## src/rtl/r_encode_queue_pkg.sv

```systemverilog
// ----------------------------------------------------------------------------
// r_encode_queue_pkg
// Shared constants and helpers for MIPS R-type encoding: opcode and funct
// codes, the default instruction-memory base address, and small helpers
// used by the encoder (and any R-type decoder) so the two agree on
// field layout and funct values.
// ----------------------------------------------------------------------------
package r_encode_queue_pkg;

    localparam int          INSTR_W           = 32;
    localparam int          COUNT_OUT_W       = 5;

    localparam logic [5:0]  OPCODE_RTYPE      = 6'b000000;

    localparam logic [5:0]  FUNCT_ADD         = 6'b100000;
    localparam logic [5:0]  FUNCT_SUB         = 6'b100010;
    localparam logic [5:0]  FUNCT_SLLV        = 6'b000100;
    localparam logic [5:0]  FUNCT_SLT         = 6'b101010;
    localparam logic [5:0]  FUNCT_JR          = 6'b001000;

    localparam logic [31:0] DEFAULT_BASE_ADDR = 32'h0000_3000;

    // Strobe vector layout used throughout: {add, sub, sllv, slt, jr}.
    typedef struct packed {
        logic add;
        logic sub;
        logic sllv;
        logic slt;
        logic jr;
    } op_strobes_t;

    // True when exactly one strobe is high.
    function automatic logic is_onehot5(input logic [4:0] v);
        logic [2:0] ones;
        ones = 3'd0;
        for (int i = 0; i < 5; i++) begin
            ones = ones + {2'b00, v[i]};
        end
        return (ones == 3'd1);
    endfunction

    // Assemble an R-type word; shamt is always zero for the supported ops.
    function automatic logic [31:0] rtype_word(input logic [4:0] rs,
                                               input logic [4:0] rt,
                                               input logic [4:0] rd,
                                               input logic [5:0] funct);
        return {OPCODE_RTYPE, rs, rt, rd, 5'b00000, funct};
    endfunction

endpackage

```

## src/rtl/r_encode_fifo.sv

```systemverilog
// ----------------------------------------------------------------------------
// r_encode_fifo
// Power-of-two FIFO holding encoded instruction words.
// Ports:
//   clk         - clock, all state on rising edge
//   rst_n       - synchronous active-low reset of pointers and count
//   push_i      - write request (gated internally by in_ready_o)
//   wdata_i     - word to write at the tail
//   in_ready_o  - not full; depends only on the registered count
//   pop_i       - read request (gated internally by out_valid_o)
//   rdata_o     - head entry (don't-care when empty)
//   out_valid_o - not empty
//   count_o     - occupancy, one bit wider than the pointers
// Storage is not reset; only control state is.
// ----------------------------------------------------------------------------
module r_encode_fifo #(
    parameter int DEPTH  = 4,
    parameter int DATA_W = 32,
    localparam int PTR_W = $clog2(DEPTH),
    localparam int CNT_W = PTR_W + 1
) (
    input  logic              clk,
    input  logic              rst_n,
    input  logic              push_i,
    input  logic [DATA_W-1:0] wdata_i,
    output logic              in_ready_o,
    input  logic              pop_i,
    output logic [DATA_W-1:0] rdata_o,
    output logic              out_valid_o,
    output logic [CNT_W-1:0]  count_o
);

    logic [DATA_W-1:0] mem_q [DEPTH];

    logic [PTR_W-1:0]  wr_ptr_q, wr_ptr_d;
    logic [PTR_W-1:0]  rd_ptr_q, rd_ptr_d;
    logic [CNT_W-1:0]  count_q,  count_d;

    logic              do_push;
    logic              do_pop;

    // Ready/valid come straight from the registered count, so a pop in the
    // same cycle never frees a slot for a push while full.
    assign in_ready_o  = (count_q != CNT_W'(DEPTH));
    assign out_valid_o = (count_q != '0);

    assign do_push = push_i & in_ready_o;
    assign do_pop  = pop_i  & out_valid_o;

    assign rdata_o = mem_q[rd_ptr_q];
    assign count_o = count_q;

    always_comb begin
        wr_ptr_d = wr_ptr_q;
        rd_ptr_d = rd_ptr_q;
        count_d  = count_q;
        if (do_push) begin
            wr_ptr_d = wr_ptr_q + PTR_W'(1);
        end
        if (do_pop) begin
            rd_ptr_d = rd_ptr_q + PTR_W'(1);
        end
        case ({do_push, do_pop})
            2'b10:   count_d = count_q + CNT_W'(1);
            2'b01:   count_d = count_q - CNT_W'(1);
            default: count_d = count_q;
        endcase
    end

    always_ff @(posedge clk) begin
        if (!rst_n) begin
            wr_ptr_q <= '0;
            rd_ptr_q <= '0;
            count_q  <= '0;
        end else begin
            wr_ptr_q <= wr_ptr_d;
            rd_ptr_q <= rd_ptr_d;
            count_q  <= count_d;
        end
    end

    // Write port: data only, no reset.
    always_ff @(posedge clk) begin
        if (do_push) begin
            mem_q[wr_ptr_q] <= wdata_i;
        end
    end

endmodule

```

## src/rtl/r_encode_queue.sv

```systemverilog
// ----------------------------------------------------------------------------
// r_encode_queue
// Encodes one-hot MIPS R-type requests (add/sub/sllv/slt/jr) into 32-bit
// instruction words and queues them for a consumer, tagging each emitted
// word with a running instruction-memory address.
// Ports:
//   clk, reset         - clock; synchronous active-low reset
//   in_valid/in_ready  - request handshake
//   add..jr            - one-hot op select
//   rs, rt, rd         - register fields
//   out_valid/out_ready- output handshake
//   out_instr          - encoded head word
//   out_addr           - address of out_instr; +4 per pop, wraps at 2^32
//   count              - FIFO occupancy
//   err                - sticky flag for requests with a bad op strobe set
// ----------------------------------------------------------------------------
module r_encode_queue
    import r_encode_queue_pkg::*;
#(
    parameter int          DEPTH     = 4,
    parameter logic [31:0] BASE_ADDR = DEFAULT_BASE_ADDR
) (
    input  logic        clk,
    input  logic        reset,
    input  logic        in_valid,
    output logic        in_ready,
    input  logic        add,
    input  logic        sub,
    input  logic        sllv,
    input  logic        slt,
    input  logic        jr,
    input  logic [4:0]  rs,
    input  logic [4:0]  rt,
    input  logic [4:0]  rd,
    output logic        out_valid,
    input  logic        out_ready,
    output logic [31:0] out_instr,
    output logic [31:0] out_addr,
    output logic [4:0]  count,
    output logic        err
);

    localparam int CNT_W = $clog2(DEPTH) + 1;

    op_strobes_t        ops;
    logic               legal;
    logic               accept;
    logic               pop;
    logic [5:0]         funct;
    logic [4:0]         rt_eff;
    logic [4:0]         rd_eff;
    logic [INSTR_W-1:0] enc_word;
    logic [CNT_W-1:0]   fifo_count;

    logic               err_q,  err_d;
    logic [31:0]        addr_q, addr_d;

    assign ops    = '{add: add, sub: sub, sllv: sllv, slt: slt, jr: jr};
    assign legal  = is_onehot5(ops);
    assign accept = in_valid & in_ready;
    assign pop    = out_valid & out_ready;

    // Combinational encoder ahead of the FIFO write port. Only meaningful
    // when exactly one strobe is set; otherwise the word is never pushed.
    always_comb begin
        funct  = FUNCT_ADD;
        rt_eff = rt;
        rd_eff = rd;
        if (ops.sub) begin
            funct = FUNCT_SUB;
        end else if (ops.sllv) begin
            funct = FUNCT_SLLV;
        end else if (ops.slt) begin
            funct = FUNCT_SLT;
        end else if (ops.jr) begin
            funct  = FUNCT_JR;
            rt_eff = 5'd0;
            rd_eff = 5'd0;
        end
        enc_word = rtype_word(rs, rt_eff, rd_eff, funct);
    end

    r_encode_fifo #(
        .DEPTH  (DEPTH),
        .DATA_W (INSTR_W)
    ) u_fifo (
        .clk         (clk),
        .rst_n       (reset),
        .push_i      (in_valid & legal),
        .wdata_i     (enc_word),
        .in_ready_o  (in_ready),
        .pop_i       (out_ready),
        .rdata_o     (out_instr),
        .out_valid_o (out_valid),
        .count_o     (fifo_count)
    );

    assign count = COUNT_OUT_W'(fifo_count);

    // Illegal requests are still consumed (in_ready handshake completes),
    // they just never reach the FIFO.
    always_comb begin
        err_d  = err_q | (accept & ~legal);
        addr_d = pop ? (addr_q + 32'd4) : addr_q;
    end

    always_ff @(posedge clk) begin
        if (!reset) begin
            err_q  <= 1'b0;
            addr_q <= BASE_ADDR;
        end else begin
            err_q  <= err_d;
            addr_q <= addr_d;
        end
    end

    assign err      = err_q;
    assign out_addr = addr_q;

endmodule
```

## config.mk

```make
export PLATFORM = sky130hd
export DESIGN_NAME = r_encode_queue
export DESIGN_NICKNAME = d
export VERILOG_FILES = /design/src/rtl/r_encode_queue_pkg.sv /design/src/rtl/r_encode_fifo.sv /design/src/rtl/r_encode_queue.sv
export SDC_FILE = /design/constraint.sdc
export NUM_CORES = 1
export LEC_CHECK = 0
export ABC_CLOCK_PERIOD_IN_PS = 8300
export BUFFER_PORTS_ARGS = -buffer_cell sky130_fd_sc_hd__buf_2
export CORE_UTILIZATION = 50
export CTS_BUF_LIST = sky130_fd_sc_hd__clkbuf_16
export DETAILED_ROUTE_END_ITERATION = 12
export PLACE_DENSITY = 0.8
export RECOVER_POWER = 50
export SLEW_MARGIN = 20
export SYNTH_ARGS = -nofsm -noshare
export SYNTH_HDL_FRONTEND = slang
export SYNTH_SLANG_ARGS = --single-unit
```

## constraint.sdc

```tcl
create_clock -name clk -period 8.3 [get_ports clk]
set_clock_uncertainty 0.15 [all_clocks]
set_input_delay 0.415 -clock clk [delete_from_list [all_inputs] [get_ports clk]]
set_output_delay 0.415 -clock clk [all_outputs]
set_load 0.02 [all_outputs]
```

==> impl_metrics.py, run 1 <==
metrics = {
    "outcome": {
        "status": "complete, but fails checks",
        "violations": "max-capacitance violations, max-slew violations",
    },
    "clock_tree": {
        "cts_inserted_buffers": 17,
        "cts_resized": 0,
        "insertion_delay_ps": 410,
        "cts_sinks": 116,
        "clk_pin_slew_worst_paths_ps": 60,
        "clock_path_buffers": 2,
        "root_buffer": "clkbuf_16",
        "cts-htree-levels": 4,
        "holdBufCountCts": 0,
        "cts_tree": "built",
        "post-cts-setup-buffers": 0,
    },
    "synth": {
        "yosysMostFrequentCell": "edfxtp_1",
        "netlist_instances": 371,
        "yosysWarnings": 0,
        "synthTopCellsByArea": "edfxtp_1 (46%), dfxtp_1 (16%), mux4_2 (8.6%), buf_4 (2.6%), a21oi_1 (2.1%)",
        "synth.avg_cell_area_um2": 13.43,
        "synth_top_area_cell": "edfxtp_1",
        "synth_seq_cells": 116,
        "async_reset_ff_share_pct": 0,
        "seq_area_frac_synth_pct": 61.89,
        "synthTopCellsByCount": "edfxtp_1 (76), dfxtp_1 (40), a21oi_1 (21)",
        "synth_edf_count": 76,
        "synth_top_area_share_pct": 45.82,
        "ys_types": 39,
        "syn-cell-area_um2": 4981,
        "synth-main-ff-cell": "edfxtp_1",
    },
    "global_route": {
        "grt_pass1_wl_um": 15660,
        "antenna_found_initial": 0,
        "grt_pass1_vias": 3118,
        "overflow": 0,
        "track_usage_pct": 20.66,
        "grt_max_degree": 35,
    },
    "layout": {
        "diodes": 0,
        "drive_gt1_share_pct": 18.59,
        "multi_input_area_um2": 1708,
        "syn2layout_area_growth_pct": 20.55,
        "seqCellArea_um2": 3083,
        "fin_util_pct": 61.72,
        "final_nets": 489,
        "fill_cells": 777,
    },
    "routing": {
        "drt-vias-per-instance": 5.473,
        "drt_pass1_iterations": 5,
        "wire_per_inst_um": 16.43,
        "route.detailed.drc": 0,
        "met1_length_um": 4213,
        "wl_um": 9874,
        "ant_nets": 0,
        "wl_met3_um": 441,
        "wl_met2_um": 5068,
        "top_layer": "met4",
        "drtIter0Drc": 157,
        "vias": 3289,
    },
    "critical_path": {
        "arrival_ps": 3130,
        "crit_path_start_kind": "input port",
        "worst-path-max-fanout": 19,
        "crit_required_ps": 8170,
        "path_class": "in2reg",
        "crit_path_end_kind": "flip-flop",
    },
    "power_and_ir_drop": {
        "power_frac_comb_pct": 13.1,
        "power.internal_w": 0.001251,
        "p_leak_nw": 2.017,
        "power.share.sequential_pct": 39.6,
        "p_per_area_nw_per_um2": 274.4,
        "p_sw_w": 0.0003971,
        "clockPowerShare_pct": 47.3,
        "peakVddDrop_v": 0.0001416,
        "swShare_pct": 24.10,
    },
    "floorplanning": {
        "die-area_um2": 10370,
        "rows": 36,
        "core_area_um2": 9729,
        "io_pins": 96,
        "die_y_um": 101.8,
        "fp.dieW_um": 101.8,
        "start_util_pct": 51.20,
    },
    "sta": {
        "fin_tns_setup_ps": 0,
        "final.period_utilization_pct": 39.31,
        "drv_slew": 11,
        "min_period_ps": 3263,
        "hold_violations": 0,
        "rsz0062_at_grt": "false",
        "clock.fmax_ghz": 0.3065,
        "max_slew_margin_pct": -27.91,
        "finalSetupViolCount": 0,
        "worst_pin_slew_ps": 1901,
    },
    "placed_design": {
        "gp_congestion": 0.7542,
        "dpl.hpwl_um": 6381,
        "io_buffers": 78,
    },
    "hold_path": {
        "hold_path.class": "in2reg",
    },
    "job": {
        "drv_cap": 1,
    },
}
-- final cells by class --
class	count	share of cell area [%]
Clock buffer	17	7.085
Tap cell	133	2.771
Multi-Input combinational cell	224	28.44
Clock inverter	15	3.563
Inverter	17	1.063
Sequential cell	116	51.34
Timing Repair Buffer	79	5.730
-- final timing paths --
| check | from | end | slack [ps] | depth (start not counted) |
|---|---|---|---|---|
| setup / recovery | slt | u_fifo.mem_q[1][19]$_DFFE_PP_ | 5040 | 9 |
| hold / removal | reset | out_addr[13]$_SDFFE_PN1P_ | 110 | 2 |
| setup reg to reg | u_fifo.count_o[0]$_SDFFE_PN0P_ | u_fifo.count_o[2]$_SDFFE_PN0P_ | 5070 | 8 |
| hold reg to reg | err$_SDFF_PN0_ | err$_SDFF_PN0_ | 300 | 2 |
-- metrics by stage --
stage,setup WS (ps),std cells,hold WS [ps],cell area (µm²),power [W]
2_1_floorplan,5011,387,319.2,5041,0.0008291
3_3_place_gp,4773,569,289.4,5430,0.0008787
3_5_place_dp,4567,569,297.1,5430,0.0008873
4_1_cts,5001,601,67.89,6070,0.001667
5_1_grt,4785,601,119.1,6005,0.001707
6_report,5037,601,111.1,6005,0.001648
-- power groups by stage --
| stage | clock network (W) | registers, W | logic, W |
|---|---|---|---|
| detailed placement | 0 | 0.000664 | 0.000223 |
| floorplan | 0 | 0.000665 | 0.000164 |
| global placement | 0 | 0.000662 | 0.000217 |
| global route | 0.000813 | 0.000655 | 0.000239 |
| finish | 0.000779 | 0.000652 | 0.000216 |
| CTS | 0.000788 | 0.000653 | 0.000225 |
-- cells by family after synthesis --
| group | share of synthesized area [%] |
|---|---|
| xor gates and xnor gates | 2.286 |
| DFF | 61.89 |
| AOI/OAI and AO/OA | 5.878 |
| and+or+nand+nor | 13.19 |
| buffers and inverters | 4.923 |
| muxes | 8.792 |
| adders and majority gates | 2.964 |
| other | 0.07529 |
-- critical path: stages --
cell,delay [ps]
clkbuf_1,140
inv_1,100
fa_1,460
fa_1,380
inv_1,60
ha_1,210
nor3_1,210
and3_1,300
and2_1,830
-- sequential cells by signal (all words and copies together), names as in the netlist, named ones only --
signal and cells:
u_fifo.rd_ptr_q 2, out_addr 30, u_fifo.mem_q 76, u_fifo.count_o 3, err 1, u_fifo.wr_ptr_q 2
-- routing by layer --
layer	track usage, %	up-vias
met4	8.462	0
met5	0	-
met3	6.088	16
met2	34.41	102
li1	-	1538
met1	25.39	1633
-- cells in the final DEF, fill, tap and decap left out, drive strengths merged --
cell type,n
and4,5
nand2,20
ha,7
a21oi,21
conb,17
nand4,8
dfxtp,40
and2,5
mux4,19
o41ai,2
clkinv,6
o311ai,2
nor2b,10
xnor2,7
o31ai,12
or3,11
xor2,6
fa,3
mux2i,1
nand3b,1
nand3,12
clkinvlp,4
or3b,1
nand2b,3
inv,17
bufinv,5
o21ai,10
buf,36
nor4,2
nor2,18
clkbuf,60
edfxtp,76
or4,14
a211oi,1
and3,2
nor3,4
(Power assumes the default switching activity.)
==> run 2, diff against run 1 <==
--- a/config.mk
+++ b/config.mk
@@ -5,12 +5,12 @@
 export SDC_FILE = /design/constraint.sdc
 export NUM_CORES = 1
 export LEC_CHECK = 0
-export ABC_CLOCK_PERIOD_IN_PS = 8300
+export ABC_CLOCK_PERIOD_IN_PS = 2900
 export BUFFER_PORTS_ARGS = -buffer_cell sky130_fd_sc_hd__buf_2
 export CORE_UTILIZATION = 50
 export CTS_BUF_LIST = sky130_fd_sc_hd__clkbuf_16
 export DETAILED_ROUTE_END_ITERATION = 12
-export PLACE_DENSITY = 0.8
+export PLACE_DENSITY = 0.83
 export RECOVER_POWER = 50
 export SLEW_MARGIN = 20
 export SYNTH_ARGS = -nofsm -noshare
==> constraint.sdc (replaced) <==
create_clock -name clk -period 2.9 [get_ports clk]
set_clock_uncertainty 0.15 [all_clocks]
set_input_delay 0.145 -clock clk [delete_from_list [all_inputs] [get_ports clk]]
set_output_delay 0.145 -clock clk [all_outputs]
set_load 0.02 [all_outputs]
==> run 2 against run 1 <==
The run ends with design-rule violations left. Global-route usage down 0.64 points. Register-to-register slack worse by 4700 ps. Design area up 3.7%. Sequential power rose to 2.9 times the previous value. Combinational power rose to 3.2 times the previous value. First-iteration DRC count up 24%. Hold slack worse by 90 ps. Clock power rose to 2.5 times the previous value. Via count up 3.3%.
==> impl_metrics.py, run 2 (synthesis results as in run 1) <==
metrics = {
    "hold_path": {
        "holdPathEnd": "u_fifo.mem_q[0][12]$_DFFE_PP_",
        "hold_path.class": "in2reg",
        "hold_start": "rt[1]",
        "hold_depth": 2,
    },
    "clock_tree": {
        "cts_tree": "built",
        "cts-htree-levels": 4,
        "clk_pin_slew_worst_paths_ps": 60,
        "post-cts-setup-buffers": 0,
        "insertion_delay_ps": 400,
        "clock_path_buffers": 2,
        "root_buffer": "clkbuf_16",
        "cts_inserted_buffers": 17,
        "cts_sinks": 116,
    },
    "critical_path": {
        "r2r-end": "u_fifo.count_o[2]$_SDFFE_PN0P_",
        "arrival_ps": 2900,
        "crit_slowest_cell": "dlygate4sd3_1",
        "worst-path-max-fanout": 5,
        "worstPathCellList": "dlygate4sd3_1, buf_2, inv_1, fa_2, inv_1, ha_1, nor3_2, and3_4, inv_4, ha_4, inv_1, fa_2, xor2_1, or3_1, a21oi_1",
        "rr_worst_depth": 9,
        "cp_common_cell": "inv_1",
        "critPathMaxStageDelay_ps": 520,
        "crit_path_end_kind": "flip-flop",
        "ff2ff_setup_slack_ps": 390,
        "crit_path_start_kind": "input port",
        "rr_startpoint": "u_fifo.count_o[2]$_SDFFE_PN0P_",
        "path_class": "in2reg",
        "crit_required_ps": 3080,
    },
    "global_route": {
        "antenna_found_initial": 0,
        "grt_pass1_vias": 3172,
        "grt_max_degree": 26,
        "overflow": 0,
        "track_usage_pct": 20.03,
        "grt_pass1_wl_um": 15170,
    },
    "sta": {
        "finalSetupViolCount": 0,
        "final.period_utilization_pct": 93.87,
        "max_slew_margin_pct": 61.79,
        "min_period_ps": 2722,
        "clock.fmax_ghz": 0.3673,
        "hold_violations": 0,
        "rsz0062_at_grt": "false",
        "drv_slew": 0,
        "worst_pin_slew_ps": 573.1,
    },
    "floorplanning": {
        "rows": 36,
        "start_util_pct": 51.20,
        "fp.dieW_um": 101.8,
        "io_pins": 96,
        "core_area_um2": 9729,
        "die-area_um2": 10370,
        "die_y_um": 101.8,
    },
    "layout": {
        "fill_cells": 760,
        "drive_gt1_share_pct": 22.52,
        "layout.cells.most_common_list": "edfxtp_1 (76), clkbuf_1 (42), dfxtp_1 (40)",
        "final_nets": 514,
        "syn2layout_area_growth_pct": 25.02,
        "diodes": 0,
        "layout_commonest_cell": "edfxtp_1",
        "regMostFlops": "u_fifo.mem_q",
        "largest_register_ffs": 76,
        "fin_util_pct": 64.00,
    },
    "routing": {
        "wl_um": 9859,
        "drtIter0Drc": 195,
        "route.detailed.drc": 1,
        "wire_per_inst_um": 15.75,
        "drt_pass1_iterations": 9,
        "ant_nets": 0,
        "drt-vias-per-instance": 5.430,
        "vias": 3399,
    },
    "placed_design": {
        "io_buffers": 78,
        "gp_congestion": 0.7844,
        "dpl.hpwl_um": 6537,
    },
    "power_and_ir_drop": {
        "power_w": 0.004508,
        "p_leak_nw": 2.117,
        "p_per_area_nw_per_um2": 724.0,
        "peakVddDrop_v": 0.0005555,
    },
    "outcome": {
        "status": "complete, but fails checks",
        "violations": "design-rule violations",
    },
    "job": {
        "drv_cap": 0,
    },
}
[run 2: area by class of cell]
type	instances	area (µm²)	area share, %
Sequential cell	116	3083	49.51
Multi-Input combinational cell	224	1735	27.87
Timing Repair Buffer	104	605.6	9.725
Clock buffer	17	425.4	6.831
Tap cell	133	166.4	2.672
Clock inverter	15	145.1	2.331
Inverter	17	66.31	1.065
[run 2: stage by stage]
stage	hold WS, ps	worst slack [ps]	setup TNS [ps]	area (µm²)	instances
6_report	20.85	177.7	0	6227	626
5_1_grt	12.84	37.34	0	6227	626
4_1_cts	6.662	77.07	0	6291	626
3_5_place_dp	215.3	-200.5	-334.6	5610	583
3_3_place_gp	208.5	-97.91	-147.2	5610	583
2_1_floorplan	93.87	8.564	0	5076	387
[run 2: per-layer routing]
layer | routed length (µm) | track usage (%) | up-vias | share of wire [%]
met2 | 5248 | 35.50 | 123 | 53
met5 | 0 | 0 | - | 0
met4 | 95 | 7.363 | 0 | 0.96
met3 | 522 | 5.882 | 10 | 5.3
met1 | 3993 | 23.08 | 1664 | 41
li1 | - | - | 1602 | -
[run 2: power by group]
part	total [W]	internal, W	switching (W)	leakage, nW
sequential	0.00186	0.00182	0.0000349	1.01
clock	0.00196	0.00120	0.000769	0.272
combinational	0.000688	0.000289	0.000399	0.835
[run 2: worst max-delay path by stage]
stage          startpoint                             end  slack (ps)
2_1_floorplan         slt  u_fifo.count_o[2]$_SDFFE_PN0P_           9
3_3_place_gp          slt  u_fifo.count_o[2]$_SDFFE_PN0P_        -100
3_5_place_dp          slt  u_fifo.count_o[2]$_SDFFE_PN0P_        -200
4_1_cts              sllv  u_fifo.count_o[2]$_SDFFE_PN0P_          80
5_1_grt              sllv  u_fifo.count_o[2]$_SDFFE_PN0P_          40
6_report             sllv  u_fifo.count_o[2]$_SDFFE_PN0P_         180
[run 2: critical path: cells and delay by family]
| kind | cells | cell delay (ps) |
|---|---|---|
| AO/OA/AOI/OAI | 1 | 160 |
| XOR/XNOR | 1 | 70 |
| AND/OR/NAND/NOR | 3 | 690 |
| buffers and inverters | 6 | 910 |
| adder cells (fa/ha/maj) | 4 | 920 |
[run 2: what timing repair did]
item                       CTS  global route
hold endpoints to repair    42             0
setup endpoints to repair    0             2
hold buffers                11             0
resized for setup            0             1
